$ cat src/rtl/diaosi_types_pkg.sv
// Shared defaults, counter types and helpers for the pipe_stage elastic buffer.
// The counters typed here are used only when PIPE_STAGE_PERF_EN is defined.
package diaosi_types_pkg;

    localparam int PIPE_STAGE_DEPTH_DEFAULT = 2;
    localparam int PIPE_STAGE_WIDTH_DEFAULT = 32;

    typedef logic [31:0] perf_cnt32_t;
    typedef logic [15:0] perf_cnt16_t;

    // Encoding is {push, pop}, so the handshake pair can be cast straight to it.
    typedef enum logic [1:0] {
        OP_NONE = 2'b00,
        OP_POP  = 2'b01,
        OP_PUSH = 2'b10,
        OP_BOTH = 2'b11
    } op_e;

    function automatic perf_cnt32_t sat_inc32(input perf_cnt32_t v);
        return (v == '1) ? v : v + 1'b1;
    endfunction

    function automatic perf_cnt16_t sat_inc16(input perf_cnt16_t v);
        return (v == '1) ? v : v + 1'b1;
    endfunction

endpackage

$ cat src/rtl/pipe_stage_ctrl.sv
// Occupancy, pointer and handshake control for pipe_stage.
// Holds no payload; the top owns the storage and the output mux.
module pipe_stage_ctrl
    import diaosi_types_pkg::*;
#(
    parameter int DEPTH = PIPE_STAGE_DEPTH_DEFAULT
) (
    input  logic                       CLK,
    input  logic                       nRST,
    input  logic                       flush,
    input  logic                       in_valid,
    input  logic                       out_ready,
    output logic                       in_ready,
    output logic                       out_valid,
    output logic                       wr_en,
    output logic [$clog2(DEPTH)-1:0]   wr_ptr,
    output logic [$clog2(DEPTH)-1:0]   rd_ptr,
    output logic [$clog2(DEPTH):0]     count
);

    localparam int PW = $clog2(DEPTH);
    localparam int CW = PW + 1;

    logic [PW-1:0] wr_ptr_q;
    logic [PW-1:0] rd_ptr_q;
    logic [CW-1:0] count_q;
    logic          rd_en;
    op_e           op;

    // NOTE: ready/valid come from the count register only, so out_ready never
    // reaches in_ready combinationally and a full stage cannot bypass.
    assign in_ready  = (count_q != CW'(DEPTH));
    assign out_valid = (count_q != '0);

    // Flush wins over both handshakes; a push in the flush cycle is dropped.
    assign wr_en = in_valid && in_ready && !flush;
    assign rd_en = out_valid && out_ready && !flush;
    assign op    = op_e'({wr_en, rd_en});

    // NOTE: state registers use non-blocking assignments so every flop
    // samples pre-edge values regardless of statement order.
    always_ff @(posedge CLK or negedge nRST) begin
        if (!nRST) begin
            wr_ptr_q <= '0;
            rd_ptr_q <= '0;
            count_q  <= '0;
        end else if (flush) begin
            wr_ptr_q <= '0;
            rd_ptr_q <= '0;
            count_q  <= '0;
        end else begin
            unique case (op)
                OP_PUSH: begin
                    wr_ptr_q <= wr_ptr_q + 1'b1;
                    count_q  <= count_q + 1'b1;
                end
                OP_POP: begin
                    rd_ptr_q <= rd_ptr_q + 1'b1;
                    count_q  <= count_q - 1'b1;
                end
                OP_BOTH: begin
                    wr_ptr_q <= wr_ptr_q + 1'b1;
                    rd_ptr_q <= rd_ptr_q + 1'b1;
                end
                default: ;
            endcase
        end
    end

    assign wr_ptr = wr_ptr_q;
    assign rd_ptr = rd_ptr_q;
    assign count  = count_q;

endmodule

$ cat src/rtl/pipe_stage.sv
// DEPTH-entry in-order elastic buffer with 1-cycle latency and zeroed bubbles.
// Define PIPE_STAGE_PERF_EN to add saturating stall_cnt / flush_cnt counters.
module pipe_stage
    import diaosi_types_pkg::*;
#(
    parameter int WIDTH = PIPE_STAGE_WIDTH_DEFAULT,
    parameter int DEPTH = PIPE_STAGE_DEPTH_DEFAULT
) (
    input  logic                    CLK,
    input  logic                    nRST,
    input  logic                    flush,
    input  logic                    in_valid,
    output logic                    in_ready,
    input  logic [WIDTH-1:0]        in_data,
    output logic                    out_valid,
    input  logic                    out_ready,
    output logic [WIDTH-1:0]        out_data,
    output logic [$clog2(DEPTH):0]  count
`ifdef PIPE_STAGE_PERF_EN
    ,
    output perf_cnt32_t             stall_cnt,
    output perf_cnt16_t             flush_cnt
`endif
);

    localparam int PW = $clog2(DEPTH);

    logic [WIDTH-1:0] mem [DEPTH];
    logic             wr_en;
    logic [PW-1:0]    wr_ptr;
    logic [PW-1:0]    rd_ptr;

    pipe_stage_ctrl #(.DEPTH(DEPTH)) u_ctrl (
        .CLK       (CLK),
        .nRST      (nRST),
        .flush     (flush),
        .in_valid  (in_valid),
        .out_ready (out_ready),
        .in_ready  (in_ready),
        .out_valid (out_valid),
        .wr_en     (wr_en),
        .wr_ptr    (wr_ptr),
        .rd_ptr    (rd_ptr),
        .count     (count)
    );

    // NOTE: payload storage is deliberately not reset; stale entries are never
    // observable because the output is forced to zero whenever count is zero.
    always_ff @(posedge CLK) begin
        if (wr_en) begin
            mem[wr_ptr] <= in_data;
        end
    end

    assign out_data = out_valid ? mem[rd_ptr] : '0;

`ifdef PIPE_STAGE_PERF_EN
    perf_cnt32_t stall_q;
    perf_cnt16_t flush_q;

    always_ff @(posedge CLK or negedge nRST) begin
        if (!nRST) begin
            stall_q <= '0;
            flush_q <= '0;
        end else begin
            if (out_valid && !out_ready) stall_q <= sat_inc32(stall_q);
            if (flush)                   flush_q <= sat_inc16(flush_q);
        end
    end

    assign stall_cnt = stall_q;
    assign flush_cnt = flush_q;
`endif

endmodule

$ cat config.mk
export PLATFORM = sky130hd
export DESIGN_NAME = pipe_stage
export DESIGN_NICKNAME = d
export VERILOG_FILES = /design/src/rtl/diaosi_types_pkg.sv /design/src/rtl/pipe_stage_ctrl.sv /design/src/rtl/pipe_stage.sv
export SDC_FILE = /design/constraint.sdc
export NUM_CORES = 1
export LEC_CHECK = 0
export ABC_AREA = 1
export CAP_MARGIN = 20
export CORE_UTILIZATION = 30
export DETAILED_ROUTE_END_ITERATION = 8
export GPL_TIMING_DRIVEN = 1
export PLACE_DENSITY = 0.62
export SETUP_SLACK_MARGIN = 0.4
export SLEW_MARGIN = 30
export SYNTH_ARGS = -nofsm -noshare
export SYNTH_HDL_FRONTEND = slang
export SYNTH_SLANG_ARGS = --single-unit
$ cat constraint.sdc
create_clock -name CLK -period 3.35 [get_ports CLK]
set_input_delay 0.335 -clock CLK [delete_from_list [all_inputs] [get_ports CLK]]
set_output_delay 0.335 -clock CLK [all_outputs]
set_load 0.005 [all_outputs]
==> impl_metrics.env <==
export IMPL_cts_buffers_inserted=9
export IMPL_max_slew_margin_rel=0.4839
export IMPL_finalNetCount=322
export IMPL_path_delay_family="buffers and inverters"
export IMPL_status="completed"
export IMPL_fin_skew_ns=0.007886
export IMPL_multiInputGateArea_um2=539.3
export IMPL_worstSetupPathType="flop to output port"
export IMPL_synth_top_area_share=0.7339
export IMPL_synth_seq_cells=68
export IMPL_drc=0
export IMPL_hold_ws_ns=0.2090
export IMPL_cts_resized=0
export IMPL_overflow=0
export IMPL_hold_class="primary input to async pin"
export IMPL_syn_to_final_growth_pct=39.37
export IMPL_antenna_found_initial=0
export IMPL_start_util=0.3140
export IMPL_drt_pass1_iter_count=4
export IMPL_clk_path_buf_depth=2
export IMPL_clk_latency_ns=0.33
export IMPL_final_max_slew_violation_count=0
export IMPL_finalHoldViolations=0
export IMPL_cp_num_cells=4
export IMPL_cp_data_arrival_time_ns=2.03
export IMPL_min_period_over_period=0.7053
export IMPL_critPathLaunch="u_ctrl.rd_ptr"
export IMPL_fp_row_count=33
export IMPL_port_buffers=72
export IMPL_path_clk_slew_ns=0.07
export IMPL_vias=1763
export IMPL_fill_cells=773
export IMPL_drive_gt1_frac=0.08997
export IMPL_cpMaxStageDelayCell="clkdlybuf4s50_1"
export IMPL_netlist_instances=206
export IMPL_r2r_end="mem[0][24]"
export IMPL_n_antenna_cell=0
export IMPL_finalInstanceArea_um2=3650
export IMPL_postRouteAntennaNets=0
export IMPL_crit_chain="inv_2, nand2_1, a21oi_1, clkdlybuf4s50_1"
export IMPL_synth_area_leaders="edfxtp_1, nand2_1, a21oi_1"
export IMPL_drt_iter0_drc=72
export IMPL_worstSetupStartpointType="flop"
export IMPL_placed_cell_area_um2=3473
export IMPL_fin_crit_ns=2.363
export IMPL_p_total_mw=1.785
export IMPL_dieArea_um2=9107
export IMPL_seq_area_um2=2022
export IMPL_cts_root_buf="clkbuf_8"
export IMPL_layout_commonest_cell="nand2_1"
export IMPL_critPathMaxStageDelay_ns=0.53
export IMPL_routed_wl_mm=5.461
export IMPL_ir_worst_vdd_mv=0.1935
export IMPL_tritoncts="built"
export IMPL_die_height_um=95.43
export IMPL_power_density_nw_per_um2=489.1
export IMPL_grt_pass1_wl_mm=8.445
export IMPL_ys_seq_area_frac=0.7721
export IMPL_dpl_hpwl_mm=3.395
export IMPL_crit_required_ns=3.01
export IMPL_core_area_um2=8341
export IMPL_rsz0062_at_grt="no"
export IMPL_yosys_area_top_type="edfxtp_1"
export IMPL_die_w_um=95.43
export IMPL_tightest_slew_ns=0.7723
export IMPL_track_usage=0.1291
export IMPL_worst_path_max_fanout=34
export IMPL_wl_per_cell_um=13.86
export IMPL_holdBufCountCts=0
export IMPL_worstSetupEndpoint="out_data[18]"
export IMPL_ys_warnings_count=0
export IMPL_cap_viol_max_count=0
export IMPL_final_cell_mix="nand2_1, clkdlybuf4s50_1, edfxtp_1, a21oi_1, clkbuf_8"
export IMPL_rr_worst_depth=5
export IMPL_io_pins=73
export IMPL_routabilityCongestion=0.6574
export IMPL_clock_fmax_mhz=423.2
export IMPL_crit_path_end_kind="output port"
export IMPL_synth_cell_types=15
export IMPL_rr_startpoint="u_ctrl.count[0]"
export IMPL_htree_num_levels=3
export IMPL_worst_path_buf_inv=2
export IMPL_grt_start_max_net_pins=35
export IMPL_synth_avg_cell_area_um2=12.71
export IMPL_routed_via_density=4.475
export IMPL_setup_viol=0
export IMPL_clock_sinks=68
export IMPL_p_leak_nw=1.290
export IMPL_syn_area_um2=2619
export IMPL_cts_setup_buffers=0
export IMPL_r2r_setup_slack_ns=1.37
export IMPL_syn_nets=243
export IMPL_grt_pass1_vias=1755
export IMPL_setup_tns_ns=0
-- per-stage QoR --
step | setup WS [ns] | util | cells
2_1_floorplan | 0.8483 | - | 206
3_3_place_gp | 0.9855 | 0.4164 | 378
3_5_place_dp | 0.9805 | 0.4164 | 378
4_1_cts | 0.9360 | 0.4343 | 393
5_1_grt | 0.8122 | 0.4376 | 394
6_report | 0.9871 | 0.4376 | 394
-- cells in the mapped netlist (all sizes together) --
master,instances
nand4,1
o22ai,1
dfrtp,4
nand3,4
nor2,5
buf,10
edfxtp,64
a21oi,35
nand2,75
inv,6
o21ai,1
-- sequential cells by signal (all words and copies together), names as in the netlist --
signal         flops
mem               64
u_ctrl.rd_ptr      1
u_ctrl.wr_ptr      1
u_ctrl.count       2
-- final cells by class --
type                       count  area share
timing repair buffer          78      0.2153
clock inverter                 4    0.004799
multi-input combinational    122      0.1478
inverter                       6    0.006171
sequential                    68      0.5540
clock buffer                  11     0.03600
tap                          105     0.03600
-- worst reg2reg max path: cells and delay by family, from the launching register on --
family | cells | cell delay [ns]
flip-flops | 1 | 0.44
buffers and inverters | 2 | 0.37
AND/OR/NAND/NOR | 2 | 0.73
AO/OA/AOI/OAI | 1 | 0.16
-- routing by layer --
layer  global-route usage  routed length [um]
met2               0.2107                2702
met4              0.07463                  40
met1               0.1565                2428
met5                    0                   0
met3              0.02951                 290
-- power breakdown --
group	internal (mW)	total (mW)	switching, mW
registers	0.968	0.980	0.0117
clock network	0.257	0.531	0.273
logic	0.144	0.275	0.131
total	1.37	1.78	0.416
-- how the worst min path moves through the flow --
stage | slack [ns] | startpoint | to | cells past startpoint
2_1_floorplan | 0.04 | nRST | u_ctrl.count[0] | 0
3_5_place_dp | 0.54 | u_ctrl.wr_ptr | u_ctrl.wr_ptr | 1
4_1_cts | 0.20 | nRST | u_ctrl.count[1] | 1
3_3_place_gp | 0.54 | u_ctrl.wr_ptr | u_ctrl.wr_ptr | 1
5_1_grt | 0.20 | nRST | u_ctrl.rd_ptr | 1
6_report | 0.21 | nRST | u_ctrl.rd_ptr | 1
-- cells by family (layout without fill, tap and decap cells) --
group	after synthesis	in the layout	synth area share
simple gates	85	85	0.1276
flops	68	68	0.7721
compound gates	37	37	0.07262
buf+inv	16	99	0.02771
Power figures use the tool's default switching activity.
